$ cat src/rtl/len_sched.sv
// Round-robin scheduler sharing one length-analysis unit among NUM_REQ requesters.
// One transaction in flight; a watchdog aborts analyzer calls that never complete.
module len_sched #(
    parameter int BUS_WIDTH = 64,
    parameter int NUM_REQ   = 4,
    parameter int TIMEOUT   = 128
) (
    input  logic                           clk,
    input  logic                           rst,
    input  logic [NUM_REQ-1:0]             req_valid,
    input  logic [NUM_REQ*BUS_WIDTH-1:0]   req_data,
    output logic [NUM_REQ-1:0]             req_ready,
    output logic [NUM_REQ-1:0]             rsp_valid,
    output logic [$clog2(NUM_REQ)-1:0]     rsp_id,
    output logic [BUS_WIDTH-1:0]           rsp_result,
    output logic                           rsp_err,
    output logic                           ana_we,
    output logic [BUS_WIDTH-1:0]           ana_din,
    input  logic                           ana_busy,
    input  logic                           ana_result_ready,
    input  logic [BUS_WIDTH-1:0]           ana_result,
    output logic                           sched_busy
);

    localparam int IDW = $clog2(NUM_REQ);
    localparam int TW  = $clog2(TIMEOUT);
    localparam logic [TW-1:0]      TLAST  = TW'(TIMEOUT - 1);
    localparam logic [NUM_REQ-1:0] ONEHOT = 1;

    typedef enum logic [1:0] {S_IDLE, S_ISSUE, S_WAIT, S_RESP} state_t;

    state_t               r_state;
    state_t               w_next;
    logic [IDW-1:0]       r_last_id;
    logic [IDW-1:0]       r_hold_id;
    logic [BUS_WIDTH-1:0] r_hold_data;
    logic [BUS_WIDTH-1:0] r_result;
    logic                 r_err;
    logic [TW-1:0]        r_timer;

    logic                 w_found;
    logic [IDW-1:0]       w_win_id;
    logic                 w_grant;
    logic [BUS_WIDTH-1:0] w_win_data;
    logic                 w_timeout;

    // Search starts just past the last served requester so every requester gets a turn.
    always_comb begin
        w_found  = 1'b0;
        w_win_id = '0;
        for (int k = 0; k < NUM_REQ; k++) begin
            if (!w_found && req_valid[IDW'((int'(r_last_id) + 1 + k) % NUM_REQ)]) begin
                w_found  = 1'b1;
                w_win_id = IDW'((int'(r_last_id) + 1 + k) % NUM_REQ);
            end
        end
    end

    assign w_grant    = (r_state == S_IDLE) && w_found && !ana_busy;
    assign w_win_data = req_data[w_win_id*BUS_WIDTH +: BUS_WIDTH];
    assign w_timeout  = (r_timer == TLAST);
    assign ana_din    = r_hold_data;
    assign sched_busy = (r_state != S_IDLE);

    always_ff @(posedge clk) begin
        if (rst) begin
            r_state <= S_IDLE;
        end else begin
            r_state <= w_next;
        end
    end

    always_comb begin
        w_next     = r_state;
        req_ready  = '0;
        rsp_valid  = '0;
        rsp_id     = '0;
        rsp_result = '0;
        rsp_err    = 1'b0;
        ana_we     = 1'b0;
        case (r_state)
            S_IDLE: begin
                if (w_grant) begin
                    req_ready = ONEHOT << w_win_id;
                    w_next    = S_ISSUE;
                end
            end
            S_ISSUE: begin
                ana_we = 1'b1;
                w_next = S_WAIT;
            end
            S_WAIT: begin
                if (ana_result_ready || w_timeout) begin
                    w_next = S_RESP;
                end
            end
            S_RESP: begin
                rsp_valid  = ONEHOT << r_hold_id;
                rsp_id     = r_hold_id;
                rsp_result = r_result;
                rsp_err    = r_err;
                w_next     = S_IDLE;
            end
            default: w_next = S_IDLE;
        endcase
    end

    // A real result in the last watchdog cycle still counts as success.
    always_ff @(posedge clk) begin
        if (rst) begin
            r_last_id   <= IDW'(NUM_REQ - 1);
            r_hold_id   <= '0;
            r_hold_data <= '0;
            r_result    <= '0;
            r_err       <= 1'b0;
            r_timer     <= '0;
        end else begin
            case (r_state)
                S_IDLE: begin
                    if (w_grant) begin
                        r_hold_data <= w_win_data;
                        r_hold_id   <= w_win_id;
                    end
                end
                S_ISSUE: r_timer <= '0;
                S_WAIT: begin
                    r_timer <= r_timer + TW'(1);
                    if (ana_result_ready) begin
                        r_result <= ana_result;
                        r_err    <= 1'b0;
                    end else if (w_timeout) begin
                        r_result <= '0;
                        r_err    <= 1'b1;
                    end
                end
                S_RESP: r_last_id <= r_hold_id;
                default: ;
            endcase
        end
    end

endmodule

$ cat config.mk
export PLATFORM = sky130hd
export DESIGN_NAME = len_sched
export DESIGN_NICKNAME = d
export VERILOG_FILES = /design/src/rtl/len_sched.sv
export SDC_FILE = /design/constraint.sdc
export NUM_CORES = 1
export LEC_CHECK = 0
export ABC_AREA = 1
export CAP_MARGIN = 10
export CORE_AREA = 3 3 182 184
export CTS_BUF_LIST = sky130_fd_sc_hd__clkbuf_16
export DETAILED_ROUTE_END_ITERATION = 6
export DIE_AREA = 0 0 185 187
export SYNTH_ARGS = -nofsm -noshare
export SYNTH_HDL_FRONTEND = slang
export SYNTH_SLANG_ARGS = --single-unit
$ cat constraint.sdc
create_clock -name clk -period 2.4 [get_ports clk]
set_clock_uncertainty 0.1 [all_clocks]
set_input_delay 0.24 -clock clk [delete_from_list [all_inputs] [get_ports clk]]
set_output_delay 0.24 -clock clk [all_outputs]
set_load 0.05 [all_outputs]
* After elaboration in Yosys (flattened, before gate mapping) *
Cells that the tools add are included.

cells by class
  $add $sub $neg = 5
  magnitude comparators = 4
  equal/unequal tests = 6
  shifts and indexed selects = 3
  muxes and demuxes = 35
  reductions and logical operators = 17

operators with widths
  operator             number
  $shiftx 256x9->64    1
  $mux 64              3
  $lt 2x4->1 const B   4
  $mux 1               16
  $mux 2               7
  $pmux 7 s2           1
  $mux 4               3
  $bmux 1 s2           4
  $pmux 2 s4           1
  $shl 1x2->4 const A  2
  $add 7x1->7 const B  1
  $eq 7x7->1 const B   1
  $add 2x2->2 const B  3
  $reduce_and 2->1     3
  $reduce_bool 2->1    3
  $logic_and 1x1->1    5
  $eq 2x2->1 const B   2
  $logic_not 1->1      4
  $ne 2x2->1 const B   2
  $add 2x1->2 const B  1
  $eq 2x1->1 const B   1
  $logic_not 2->1      1
  $logic_or 1x1->1     1

storage, ports and cells
  register bits = 142
  bits of input ports = 328
  output and inout bits = 141
  word-level logic and storage cells = 77

* Logic depth before layout (Yosys ltp) *
Gate-level depths: netlist of the first run.

  word-level depth = 18
  depth in mapped cells = 17
  gate-level depth less buffers = 14

* Least setup slack after synthesis of the first run *
OpenSTA, ideal clock, no wires.

  kind = flip-flop to output port
  start = register r_last_id[0]
  end = output port req_ready[0]
  arrival = 2.496 ns
  required time = 2.060 ns
  setup slack = -0.436 ns
  stages on the path, launching flop included = 12
  buffers on the path = 3
  cells stage by stage = dfxtp_1 buf_4 nand2_1 nand2_1 nand2_1 nand2_1 inv_2 nand4_4 nand3_2 buf_4 buf_2 nor3_1

between the ends
  word-level cells in the longest chain between the ends = 18
  elaborated cells on any way between the ends = 35
  those cells by class = 4 x add/sub; 1 x shift; 22 x mux; 8 x reduce/logical

RTL lines
  what                                                                  RTL line  RTL
  start: declaration                                                    34        logic [IDW-1:0] r_last_id;
  start signal: assignment                                              111       r_last_id <= IDW'(NUM_REQ - 1);
  start signal: assignment                                              136       S_RESP: r_last_id <= r_hold_id;
  $add 2x1->2 *                                                         52, 54
  parallel branches: the longest is 15 deep, another holds $add 2x2->2  -
  $mux 4 *                                                              83        if (w_grant) begin
  $mux 4 *                                                              81        case (r_state)
  end: declaration                                                      12        output logic [NUM_REQ-1:0] req_ready,

Mark *: on every way between the ends. The select of a mux whose other input is x is not followed.

* Worst setup path after layout of the first run *
  start = register r_last_id[0]
  end = output port req_ready[3]

Same word-level chain as after synthesis.

==> results of run 1 <==
## critical path: cells and delay by family, from the launching register on
family / cells / cell delay (ns)
buffers and inverters: 6 / 0.64
flip-flops: 1 / 0.39
AND/OR/NAND/NOR: 7 / 0.66
## worst max path at each step
stage | from | end | slack (ns) | depth (start not counted)
floorplan | r_last_id[0]$_SDFFE_PP1P_ | req_ready[2] | -0.19 | 14
global placement | req_valid[3] | ana_din[1]$_SDFFE_PP0P_ | -0.19 | 14
CTS | r_last_id[0]$_SDFFE_PP1P_ | req_ready[3] | -0.13 | 13
detailed placement | req_valid[3] | ana_din[1]$_SDFFE_PP0P_ | -0.20 | 14
finish | r_last_id[0]$_SDFFE_PP1P_ | req_ready[3] | -0.08 | 13
global route | r_last_id[0]$_SDFFE_PP1P_ | req_ready[3] | -0.19 | 14
## area by class of cell
cell class                      instances  area (um2)  area share, %
Timing Repair Buffer                  545        5380           36.3
Tap cell                              402         503           3.39
Clock buffer                           17         425           2.87
Inverter                              267        1020           6.88
Clock inverter                         13         126          0.851
Multi-Input combinational cell       1020        4530           30.5
Sequential cell                       142        2850           19.2
Antenna cell                            4        10.0         0.0674
## power by group through the flow
stage / Combinational [W] / Clock [W] / Sequential, W
global placement: 0.00812 / 0 / 0.00326
finish: 0.00857 / 0.00261 / 0.00323
detailed placement: 0.00815 / 0 / 0.00328
floorplan: 0.00381 / 0 / 0.00449
global route: 0.00933 / 0.00280 / 0.00330
CTS: 0.00841 / 0.00270 / 0.00324
## cells in the mapped netlist
cell type	number
a211oi_1	1
a21oi_1	100
buf_1	3
buf_2	35
buf_4	11
buf_6	1
clkbuf_1	46
dfxtp_1	142
ha_1	5
inv_1	261
inv_2	6
nand2_1	499
nand2_2	1
nand3_1	214
nand3_2	1
nand4_1	3
nand4_4	1
nor2_1	174
nor2_4	1
nor3_1	7
nor3b_1	3
nor4_1	2
o211ai_1	2
o21a_1	1
o21ai_0	4
o21ai_1	1
## stage by stage
step	cells	hold slack [ns]	total power (W)	util (%)	setup WS, ns
2_1_floorplan	1525	0.276	0.00830	-	-0.187
3_3_place_gp	2361	0.348	0.0114	44.1	-0.193
3_5_place_dp	2361	0.352	0.0114	44.1	-0.204
4_1_cts	2401	0.0656	0.0143	46.5	-0.125
5_1_grt	2410	0.0931	0.0154	47.0	-0.193
6_report	2410	0.0822	0.0144	47.0	-0.0755
## flip-flops by register name, summed over array words and instances, names as in the netlist
name / cells
ana_din: 64
r_err: 1
r_hold_id: 2
r_last_id: 2
r_result: 64
r_state: 2
r_timer: 7
## per-layer routing
layer	wire length, um	up-vias	track usage [%]	part of all wire, %
met5	0	-	0	0
met3	2520	55	4.98	6.4
met1	15900	5073	25.1	41
met4	1010	0	7.13	2.6
li1	-	5528	-	-
met2	19600	347	38.0	50
## placed cells by master, fill, tap and decap left out, types with 4 or more instances in the layout
cell type / netlist / final
o21ai_0: 4 / 4
inv_2: 6 / 4
nand2_1: 499 / 476
buf_4: 11 / 119
buf_6: 1 / 11
clkdlybuf4s50_1: 0 / 391
nand3_1: 214 / 212
clkbuf_16: 0 / 18
diode_2: 0 / 4
nand2_4: 0 / 5
nor2_4: 1 / 6
nor3_1: 7 / 5
buf_12: 0 / 18
a21oi_1: 100 / 98
nand2_2: 1 / 19
inv_1: 261 / 262
dfxtp_1: 142 / 140
nor2_1: 174 / 169
## cell families (layout without fill, tap and decap cells)
logic type,Yosys count,after routing
adders and majority gates,5,5
other,0,4
buffers and inverters,363,842
AOI/OAI and AO/OA,109,109
and+or+nand+nor,906,906
DFF,142,142
## repair_timing
item,4_1_cts,5_1_grt
setup endpoints to repair,6,43
pin swaps,18,13
cloned,0,1
setup buffers,10,4
gates resized for setup,41,31
==> results.yml, run 1 <==
drt:
  dr.pass1.iters: 6
  drt-initial-drc-count: 506
  routed_wl_mm: 39.0
  detail-route-antenna-nets: 0
  wl_per_cell_um: 16.2
  viasPerCell: 4.57
  vias: 11000
  drc: 0
critical_path:
  crit_type: "reg2out"
  crit_required_ns: 2.06
  path_cells: "buf_6 > nand2_4 > nand2_4 > buf_6 > nand2_4 > buf_6 > nand4_1 > nand2_4 > nor2_4 > buf_6 > inv_4 > nor2_4 > buf_12"
  worstReg2RegEnd: "ana_din[54]$_SDFFE_PP0P_"
  crit_path_max_fanout: 7
  rrSetupSlack_ns: 0.06
  reg2reg_depth: 16
  critPathLaunchType: "flip-flop"
  slowest_delay_ns: 0.39
  endpoint_kind: "output port"
  cp_data_arrival_time_ns: 2.14
  rr_startpoint: "r_last_id[0]$_SDFFE_PP1P_"
  slowest_stage: "dfxtp_4"
global_routing:
  overflow: 0
  grtUsageTotal_pct: 21.4
  antenna_found_initial: 4
  grt_max_degree: 81
  grt_pass1_wl_mm: 58.2
  grt_pass1_vias: 10600
die:
  die_h_um: 187
  start_util_pct: 27.4
  ios: 469
  die_w_um: 185
  rows: 65
  die_area_um2: 34600
  core_um2: 31600
sta:
  worst_slew_pin_slew_ns: 0.709
  fin_crit_ns: 2.48
  slew_headroom_pct: 52.7
  setup_slack_ns: -0.0755
  finalHoldViolCount: 0
  final-setup-viol-count: 4
  max_freq_ghz: 0.404
  rsz0062_at_grt: "true"
  min_period_over_period_pct: 103
  tns_ns: -0.271
  maxSlewViolCount: 0
synth:
  synth_top_family_by_area: "simple AND/OR/NAND/NOR gates"
  synth.top_cell.area_share_pct: 32.9
  synthDistinctLibCells: 26
  synth_compound_area_share_pct: 6.42
  yosys.area.top_type: "dfxtp_1"
  synth_nets: 1858
  avgSynthCellArea_um2: 5.67
  ys_warn_count: 0
  syn-cell-area_um2: 8650
  synth_mux_area_share_pct: 0
  synth-simple-area-share_pct: 43.2
  ys_seq_area_share_pct: 32.9
  synth_xor_area_share_pct: 0
  ys_seq_elements: 142
  syn-instance-count: 1525
  synth_adder_area_share_pct: 0.723
  synth_area_leaders: "dfxtp_1 (33%), nand2_1 (22%), nand3_1 (12%)"
power:
  power_frac_clock_pct: 18.1
  internal-power_w: 0.00769
  p_sw_w: 0.00672
  p_leak_nw: 7.37
  p_per_area_nw_per_um2: 971
  p_comb_share_pct: 59.4
  peakVddDrop_v: 0.000495
  swShare_pct: 46.6
  power.share.sequential_pct: 22.4
layout:
  drive_above_1_share_pct: 11.3
  fillers: 3218
  synthToLayoutAreaGrowth_pct: 71.6
  nNetsFinal: 2326
  fin_area_um2: 14800
placement:
  dpl_cell_area_um2: 13900
  detailed_place_hpwl_mm: 29.1
  port_buffers: 468
  place_congestion: 0.921
clocking:
  insertion_delay_ns: 0.43
  cts_buffers: 17
  clk_pin_slew_ns: 0.06
  cts_sinks: 142
  cts_max_level: 4
  cts_buffer_depth: 2
  postCtsHoldBufs: 0
  cts_root_buffer: "clkbuf_16"
  cts_tree: "yes"
job:
  max_cap_violations: 0
hold_path:
  hp-start: "rst"
  worstHoldPathCells: 3
  hold_path.class: "in2reg"
  hold_end: "r_last_id[0]$_SDFFE_PP1P_"
run_status:
  outcome: "complete, but fails checks"
  violations: "negative setup slack"
Note: power is estimated with default switching activity, not from simulation.
==> run 2: changes to the inputs <==
--- a/config.mk
+++ b/config.mk
@@ -7,10 +7,10 @@
 export LEC_CHECK = 0
 export ABC_AREA = 1
 export CAP_MARGIN = 10
-export CORE_AREA = 3 3 182 184
+export CORE_AREA = 3 3 180 182
 export CTS_BUF_LIST = sky130_fd_sc_hd__clkbuf_16
 export DETAILED_ROUTE_END_ITERATION = 6
-export DIE_AREA = 0 0 185 187
+export DIE_AREA = 0 0 183 185
 export SYNTH_ARGS = -nofsm -noshare
 export SYNTH_HDL_FRONTEND = slang
 export SYNTH_SLANG_ARGS = --single-unit
==> run 2 against run 1 <==
  * The flow still finishes with violations (negative setup slack)
  * Final cell count down 0.37%
  * Final area up 0.38%
  * Worst hold slack better by 0.040 ns
  * Combinational power up 0.5%
  * Flip-flop and latch count unchanged
  * Via count down 0.75%
  * Sequential share of layout area down 0.073 points
  * Critical path depth down 2
  * Core utilization up 1.4 points
  * Register-to-register slack better by 0.07 ns
  * First-iteration DRC count up 7.9%
==> results.yml, run 2 (same netlist as run 1, synthesis figures left out) <==
run_status:
  violations: "negative setup slack"
  outcome: "complete, but fails checks"
placement:
  port_buffers: 468
  detailed_place_hpwl_mm: 28.8
  place_congestion: 0.880
sta:
  finalHoldViolCount: 0
  min_period_over_period_pct: 105
  tns_ns: -0.371
  slew_headroom_pct: 54.1
  setup_slack_ns: -0.126
  maxSlewViolCount: 0
  rsz0062_at_grt: "true"
  max_freq_ghz: 0.396
  worst_slew_pin_slew_ns: 0.688
  fin_crit_ns: 2.53
  final-setup-viol-count: 4
power:
  p_leak_nw: 7.37
  peakVddDrop_v: 0.000496
  p_per_area_nw_per_um2: 992
clocking:
  cts_buffer_depth: 2
  cts_root_buffer: "clkbuf_16"
  cts_max_level: 4
  postCtsHoldBufs: 0
  cts_tree: "yes"
  cts_sinks: 142
  cts_buffers: 17
  clk_pin_slew_ns: 0.06
  insertion_delay_ns: 0.41
drt:
  viasPerCell: 4.55
  wl_per_cell_um: 16.0
  vias: 10900
  drc: 0
  detail-route-antenna-nets: 0
  dr.pass1.iters: 5
  routed_wl_mm: 38.5
  drt-initial-drc-count: 546
critical_path:
  crit_path_max_fanout: 9
  critPathLaunchType: "flip-flop"
  slowest_stage: "dfxtp_4"
  reg2reg_depth: 16
  crit_required_ns: 2.06
  worstReg2RegEnd: "ana_din[57]$_SDFFE_PP0P_"
  slowest_delay_ns: 0.38
  critPathTopFamily: "buffers and inverters"
  crit_buf_inv: 5
  rrSetupSlack_ns: 0.13
  path_cells: "buf_6 > nand2_1 > nand3_1 > nand2_1 > buf_4 > nand4_4 > nand3_4 > buf_6 > buf_12 > nor2_4 > buf_12"
  rr_startpoint: "r_last_id[0]$_SDFFE_PP1P_"
  cp_data_arrival_time_ns: 2.19
  crit_type: "reg2out"
  endpoint_kind: "output port"
job:
  max_cap_violations: 0
hold_path:
  hold_end: "r_last_id[0]$_SDFFE_PP1P_"
  worstHoldPathCells: 3
  hp-start: "rst"
  hold_path.class: "in2reg"
global_routing:
  antenna_found_initial: 5
  overflow: 0
  grt_pass1_wl_mm: 57.2
  grt_max_degree: 83
  grtUsageTotal_pct: 21.3
  grt_pass1_vias: 10600
die:
  die_area_um2: 33900
  start_util_pct: 28.1
  core_um2: 30700
  ios: 469
  die_h_um: 185
  die_w_um: 183
  rows: 64
layout:
  final_util_pct: 48.4
  synthToLayoutAreaGrowth_pct: 72.2
  final_cell_mix: "nand2_1 (479), clkdlybuf4s50_1 (391), inv_1 (260), nand3_1 (212), nor2_1 (168)"
  final_common_cell: "nand2_1"
  nNetsFinal: 2321
  drive_above_1_share_pct: 11.1
run 2: cell count changes in the layout (fill, tap and decap cells not counted), sizes merged:
| cell | delta |
|---|---|
| dlymetal6s2s | -1 |
| clkinv | +1 |
| buf | -3 |
| dlygate4sd2 | -1 |
| clkinvlp | -1 |
| bufinv | +2 |
run 2: worst max-delay path by stage:
stage / from / end / slack [ns] / cells past startpoint
after global routing: r_last_id[0]$_SDFFE_PP1P_ / req_ready[2] / -0.23 / 11
final: r_last_id[0]$_SDFFE_PP1P_ / req_ready[2] / -0.13 / 11
after CTS: r_last_id[0]$_SDFFE_PP1P_ / req_ready[3] / -0.17 / 13
after floorplan: r_last_id[0]$_SDFFE_PP1P_ / req_ready[2] / -0.19 / 14
after detailed placement: req_valid[0] / ana_din[44]$_SDFFE_PP0P_ / -0.18 / 14
after global placement: req_valid[3] / ana_din[1]$_SDFFE_PP0P_ / -0.12 / 14
run 2: layout make-up:
cell class | count | area, um2
sequential | 142 | 2850
fill | 3185 | 15900
clock buffer | 17 | 425
antenna | 4 | 10.0
timing repair buffer | 540 | 5370
multi-input combinational | 1020 | 4530
tap | 396 | 495
clock inverter | 15 | 211
inverter | 267 | 1020
run 2: timing repair:
item                                    CTS  global route
endpoints found under the hold margin     0             0
pin swaps                                10            17
buffers inserted                          3             5
resized for setup                        28            29
endpoints found under the setup margin    6            18
cloned                                    0             2
run 2: worst min-delay path: stages:
cell and delay [ns]:
buf_4 0.12, inv_1 0.12, o211ai_1 0.12
run 2: per-stage QoR:
stage,cell area (um2),hold slack [ns],cells,power (W),setup slack [ns]
finish,14900,0.122,2401,0.0148,-0.126
global route,14900,0.139,2401,0.0158,-0.234
CTS,14700,0.122,2390,0.0147,-0.171
detailed placement,14000,0.352,2355,0.0116,-0.182
global placement,14000,0.348,2355,0.0115,-0.115
floorplan,8660,0.276,1525,0.00830,-0.187
run 2: where the power goes:
group          leakage, nW  internal [W]  switching [W]
clock network        0.313       0.00177        0.00118
registers             1.16       0.00291       0.000313
logic                 5.89       0.00334        0.00527
run 2: routing by layer:
metal / global-route usage, % / routed length (um) / part of all wire, % / up-vias
met5: 0 / 13 / 0.034 / -
met4: 8.47 / 1360 / 3.5 / 2
met3: 5.22 / 2670 / 6.9 / 73
met2: 37.8 / 18900 / 49 / 380
met1: 24.7 / 15600 / 40 / 4940
li1: - / - / - / 5525
==> variant 1 (flow settings as in run 2) <==
Make the reset (`rst`) asynchronous in 2 clocked blocks.
--- a/src/rtl/len_sched.sv
+++ b/src/rtl/len_sched.sv
@@ -62,7 +62,7 @@
     assign ana_din    = r_hold_data;
     assign sched_busy = (r_state != S_IDLE);
 
-    always_ff @(posedge clk) begin
+    always_ff @(posedge clk or posedge rst) begin
         if (rst) begin
             r_state <= S_IDLE;
         end else begin
@@ -106,7 +106,7 @@
     end
 
     // A real result in the last watchdog cycle still counts as success.
-    always_ff @(posedge clk) begin
+    always_ff @(posedge clk or posedge rst) begin
         if (rst) begin
             r_last_id   <= IDW'(NUM_REQ - 1);
             r_hold_id   <= '0;
Check against the original RTL: differs if rst is asserted again (counterexample within 4 cycles, from zero or initial values and one cycle with rst high); with rst held inactive, the same outputs for 4 cycles.
==> variant 1 against run 2 <==
Global-route usage grew 0.69 points; area after synthesis rose by 2.4%; cell area rose by 4.7%; sequential cell count is the same; setup slack got worse by 0.26 ns; core utilization up 2.3 points; worst hold slack better by 0.19 ns; critical path type unchanged; routed wire length rose by 8.0%; die area unchanged; largest cell class unchanged; the run still ends with negative setup slack left.
Power is not compared: it rests on default switching activity, and its combinational part moved more than twofold at a synthesized area within 25%.
==> variant 1: results (changes against run 2) <==
[global_route]
gr-usage-all-layers_pct = 22.0  ; +0.69 points
met2_usage_pct = 37.8  ; +0.045 points
grt_max_degree = 71  ; -14%
gr-usage-met1_pct = 27.5  ; +2.8 points
grt_pass1_wl_mm = 58.1  ; +1.6%
antenna_found_initial = 0  ; -5
use_met3_pct = 6.09  ; +0.86 points
first_global_vias = 10177  ; -3.6%

[logic_synthesis]
synth-async-reset-ratio_pct = 100  ; +100 points
synthesis.nets = 1682  ; -9.5%
yosys-top-cells-area = dfrtp_1 (40%), nand2_1 (32%), nand3_1 (8.1%)
synth_ff_type = dfrtp_1
yosysSeqAreaShare_pct = 40.1  ; +7.3 points
synthDistinctLibCells = 26  ; unchanged
yosys-top-cells-count = nand2_1 (763), nand3_1 (143), dfrtp_1 (140)
yosysWarnings = 0  ; unchanged

[place]
gp_congestion = 0.849  ; -3.5%
hpwl_mm = 28.3  ; -1.7%
placed_cell_area_sq_um = 14100  ; +0.89%
portBuffers = 468  ; unchanged

[run_status]
run_status = complete, but fails checks
violations = negative setup slack

[setup_path]
max_stage_delay_ns = 0.59  ; +0.21 ns
crit_arrival_ns = 2.45  ; +0.26 ns
cpMaxStageDelayCell = dfstp_2
startpoint = r_last_id[0]
crit_path_max_fanout = 10  ; +1

[hold_path]
min_path_type = input pin to register
hold_path.startpoint = ana_result[24]

[power]
leakage_nw = 8.41
ir_drop_uv = 872

[routing]
num_vias = 10594  ; -3.0%
drt_iter0_markers = 556  ; +1.8%
routed_wl_mm = 41.5  ; +8.0%

[layout]
diodes = 0  ; -4
fill_cells = 3043  ; -4.5%
layout.nets = 2174  ; -6.3%
drive_gt1_share_pct = 14.0  ; +2.9 points
final_util_pct = 50.7  ; +2.3 points

[clock_network]
cts_buffers = 17  ; unchanged
clk_pin_slew_ns = 0.08  ; +0.02 ns
ctsRootBufferMaster = clkbuf_16
clock_path_buffers = 2  ; unchanged
clk_latency_ns = 0.42

[timing]
worst_pin_slew_ns = 0.710  ; +0.0222 ns
final-setup-viol-count = 60  ; +56
setup_slack_ns = -0.385  ; -0.259 ns

==> variant 1: logic make-up after synthesis <==
group | Yosys count | synth area share, %
AOI/OAI and AO/OA | 80 | 7.29
xor gates and xnor gates | 1 | 0.0989
adders and majority gates | 5 | 0.706
buffers and inverters | 188 | 9.87
DFF | 142 | 40.1
and+or+nand+nor | 933 | 41.9
==> variant 1: worst paths after layout <==
kind	slack (ns)	to	cells after the start
hold reg to reg	0.38	ana_din[41]	2
min in group asynchronous	0.57	r_result[47]	3
setup / recovery	-0.39	req_ready[0]	13
max in group asynchronous	1.01	r_last_id[1]	4
setup reg to reg	-0.32	ana_din[47]	20
hold / removal	0.31	r_result[24]	2
==> variant 1: report_power, final <==
part	internal, mW	switching, mW	leakage [nW]
sequential	3.47	0.636	1.79
clock	1.46	1.22	0.275
combinational	7.68	11.1	6.34
==> variant 1: stage by stage <==
stage,std cells,TNS [ns],worst slack (ns)
floorplan,1349,-0.773,-0.315
global placement,2180,-7.99,-0.162
detailed placement,2180,-13.19,-0.226
CTS,2230,-1.43,-0.344
global route,2249,-20.88,-0.477
finish,2249,-11.68,-0.385
==> variant 1: layout make-up <==
class / instances / area, sq um / share of cell area, %
clock buffers: 17 / 425 / 2.73
clock inverters: 14 / 146 / 0.939
inverters: 94 / 364 / 2.33
multi-input cells: 1019 / 4640 / 29.7
flip-flops and latches: 142 / 3560 / 22.8
well taps: 396 / 495 / 3.18
repair buffers: 567 / 5970 / 38.3
==> variant 1: worst max-delay path: cells and delay by family (launching register included) <==
| family | cells | cell delay (ns) |
|---|---|---|
| flip-flops | 1 | 0.59 |
| buffers and inverters | 5 | 0.62 |
| AND/OR/NAND/NOR | 8 | 0.79 |
==> variant 1: per-layer routing <==
metal / vias to the layer above / part of all wire [%]
li1: 5191 / -
met1: 4912 / 40
met2: 447 / 49
met3: 44 / 8.5
met4: 0 / 1.8
met5: - / 0
==> variant 1: timing repair <==
action	4_1_cts	5_1_grt
hold endpoints to repair	4	0
endpoints found under the setup margin	68	71
buffers inserted	14	7
resized for setup	47	38
pin swaps	14	11
cloned	5	13
hold buffers	1	0
==> variant 2 (flow settings as in run 2) <==
Made on the original files. `BUS_WIDTH`: 64 -> 68.
--- a/src/rtl/len_sched.sv
+++ b/src/rtl/len_sched.sv
@@ -1,7 +1,7 @@
 // Round-robin scheduler sharing one length-analysis unit among NUM_REQ requesters.
 // One transaction in flight; a watchdog aborts analyzer calls that never complete.
 module len_sched #(
-    parameter int BUS_WIDTH = 64,
+    parameter int BUS_WIDTH = 68,
     parameter int NUM_REQ   = 4,
     parameter int TIMEOUT   = 128
 ) (
Ports: changed (resized ana_din, ana_result, req_data and rsp_result); port bits go from 469 to 497. No check against the original RTL was run, so the function may have changed too.
==> variant 2 against run 2 <==
The run still ends with negative setup slack left; sequential cell count up 8; largest cell class unchanged; cell area up 12%; routed wire length up 13%; critical path depth up 1; total power up 3.7%; area after synthesis up 6.2%; setup slack worse by 0.029 ns; highest routed layer unchanged; combinational power up 4.5%.
==> variant 2: results (changes against run 2) <==
[power]
ir_drop_uv = 440  ; -11%
leakage_nw = 7.85  ; +6.5%

[run_status]
violations = negative setup slack
run_status = complete, but fails checks

[layout]
finalNonFillerCells = 2485  ; +3.5%
drive_gt1_share_pct = 12.2  ; +1.0 points

[clock_network]
clock_path_buffers = 2  ; unchanged
ctsRootBufferMaster = clkbuf_16
cts_buffers = 17  ; unchanged
clk_latency_ns = 0.42

[logic_synthesis]
yosysSeqAreaShare_pct = 32.7  ; -0.16 points
synth-compound-area-share_pct = 6.91  ; +0.49 points
synthAdderAreaFrac_pct = 0.681  ; -0.042 points
yosysWarnings = 0  ; unchanged
yosys.area_share.xor_xnor_pct = 0  ; unchanged
synthesis.nets = 1929  ; +3.8%
synthDistinctLibCells = 29  ; +12%
yosys-top-cells-count = nand2_1 (524), inv_1 (248), nor2_1 (185)
synth_top_area_share_pct = 32.7  ; -0.16 points
syn_inst = 1576  ; +3.3%
synthMuxAreaShare_pct = 0  ; unchanged
yosys-top-cells-area = dfxtp_1 (33%), nand2_1 (21%), inv_1 (10%)

[global_route]
first_global_vias = 11330  ; +7.3%
grt_max_degree = 71  ; -14%
antenna_found_initial = 7  ; +2
gr-usage-all-layers_pct = 23.7  ; +2.5 points
grt_pass1_wl_mm = 63.5  ; +11%

[place]
portBuffers = 496  ; +6.0%
dp.cells = 2424  ; +2.9%
hpwl_mm = 31.6  ; +10%
placed_cell_area_sq_um = 15500  ; +11%
pre_cts_slack_ns = -0.110  ; +0.0719 ns
gp_congestion = 0.909  ; +3.3%

[timing]
final-setup-viol-count = 4  ; unchanged
final.setup.tns_ns = -0.448  ; -0.0773 ns
setup_slack_ns = -0.155  ; -0.0286 ns
slew_headroom_pct = 51.1  ; -3.0 points

[setup_path]
crit_path_max_fanout = 6  ; -3
crit_arrival_ns = 2.21  ; +0.02 ns

[routing]
post_drt_wl_per_cell_microns = 17.5  ; +9.4%
drt_iter0_markers = 662  ; +21%
num_vias = 11725  ; +7.4%

[hold_path]
min_path_type = input pin to register

==> variant 2: cell types whose count changed after synthesis, moves of 4 or more <==
cell and delta:
buf_4 -5, nand4_1 +30, nand2_2 +4, buf_6 +12, nand3_1 -40, clkbuf_1 -7, a21oi_1 +15, nand2_1 +25
nor2_1 +11, dfxtp_1 +8, inv_1 -13
==> variant 2: timing repair <==
item	CTS	global route
pin swaps	17	12
gates resized for setup	31	39
hold buffers	0	0
endpoints found under the setup margin	4	78
setup buffers	12	3
gates cloned	1	6
==> variant 2: routing by layer <==
layer / track usage (%) / vias up / part of all wire [%]
met2: 40.7 / 496 / 48
met3: 8.15 / 60 / 9.9
met1: 27.5 / 5372 / 39
li1: - / 5795 / -
met4: 8.93 / 2 / 3.0
met5: 0 / - / 0.030
==> variant 2: cells by family (layout without fill, tap and decap cells) <==
group | Yosys count | count (layout)
compound gates | 125 | 125
buf+inv | 354 | 860
flops | 150 | 150
simple gates | 942 | 942
fa+ha+maj | 5 | 5
other cells | 0 | 7
==> variant 2: path summary, 6_finish.rpt <==
path	startpoint	end	slack, ns	cells after the start
worst max-delay path	r_last_id[0]	req_ready[2]	-0.15	12
worst max register to register	r_last_id[0]	ana_din[14]	0.09	16
worst min-delay path	rst	r_result[9]	0.21	2
worst min register to register	r_timer[6]	r_timer[6]	0.35	1
==> variant 2: power breakdown <==
part           internal [mW]  switching [mW]
Sequential              3.08           0.353
Combinational           3.47            5.53
Clock                   1.59            1.30
==> variant 2: worst max-delay path, delay by kind of cell (launching register included) <==
| family | cells | cell delay, ns |
|---|---|---|
| buffers and inverters | 3 | 0.45 |
| and+or+nand+nor | 9 | 0.97 |
| DFF | 1 | 0.37 |
==> variant 2: area by class of cell <==
type,count,area (sq um)
clock buffers,17,425
flip-flops and latches,150,3010
clock inverters,15,181
fillers,3030,14100
inverters,254,968
diodes,7,17.5
repair buffers,574,6660
well taps,396,495
multi-input cells,1072,4920
==> variant 2: stage by stage <==
step	total power [mW]	util (%)
2_1_floorplan	8.70	-
3_3_place_gp	11.7	50.5
3_5_place_dp	11.8	50.5
4_1_cts	14.9	53.1
5_1_grt	16.3	54.2
6_report	15.3	54.2
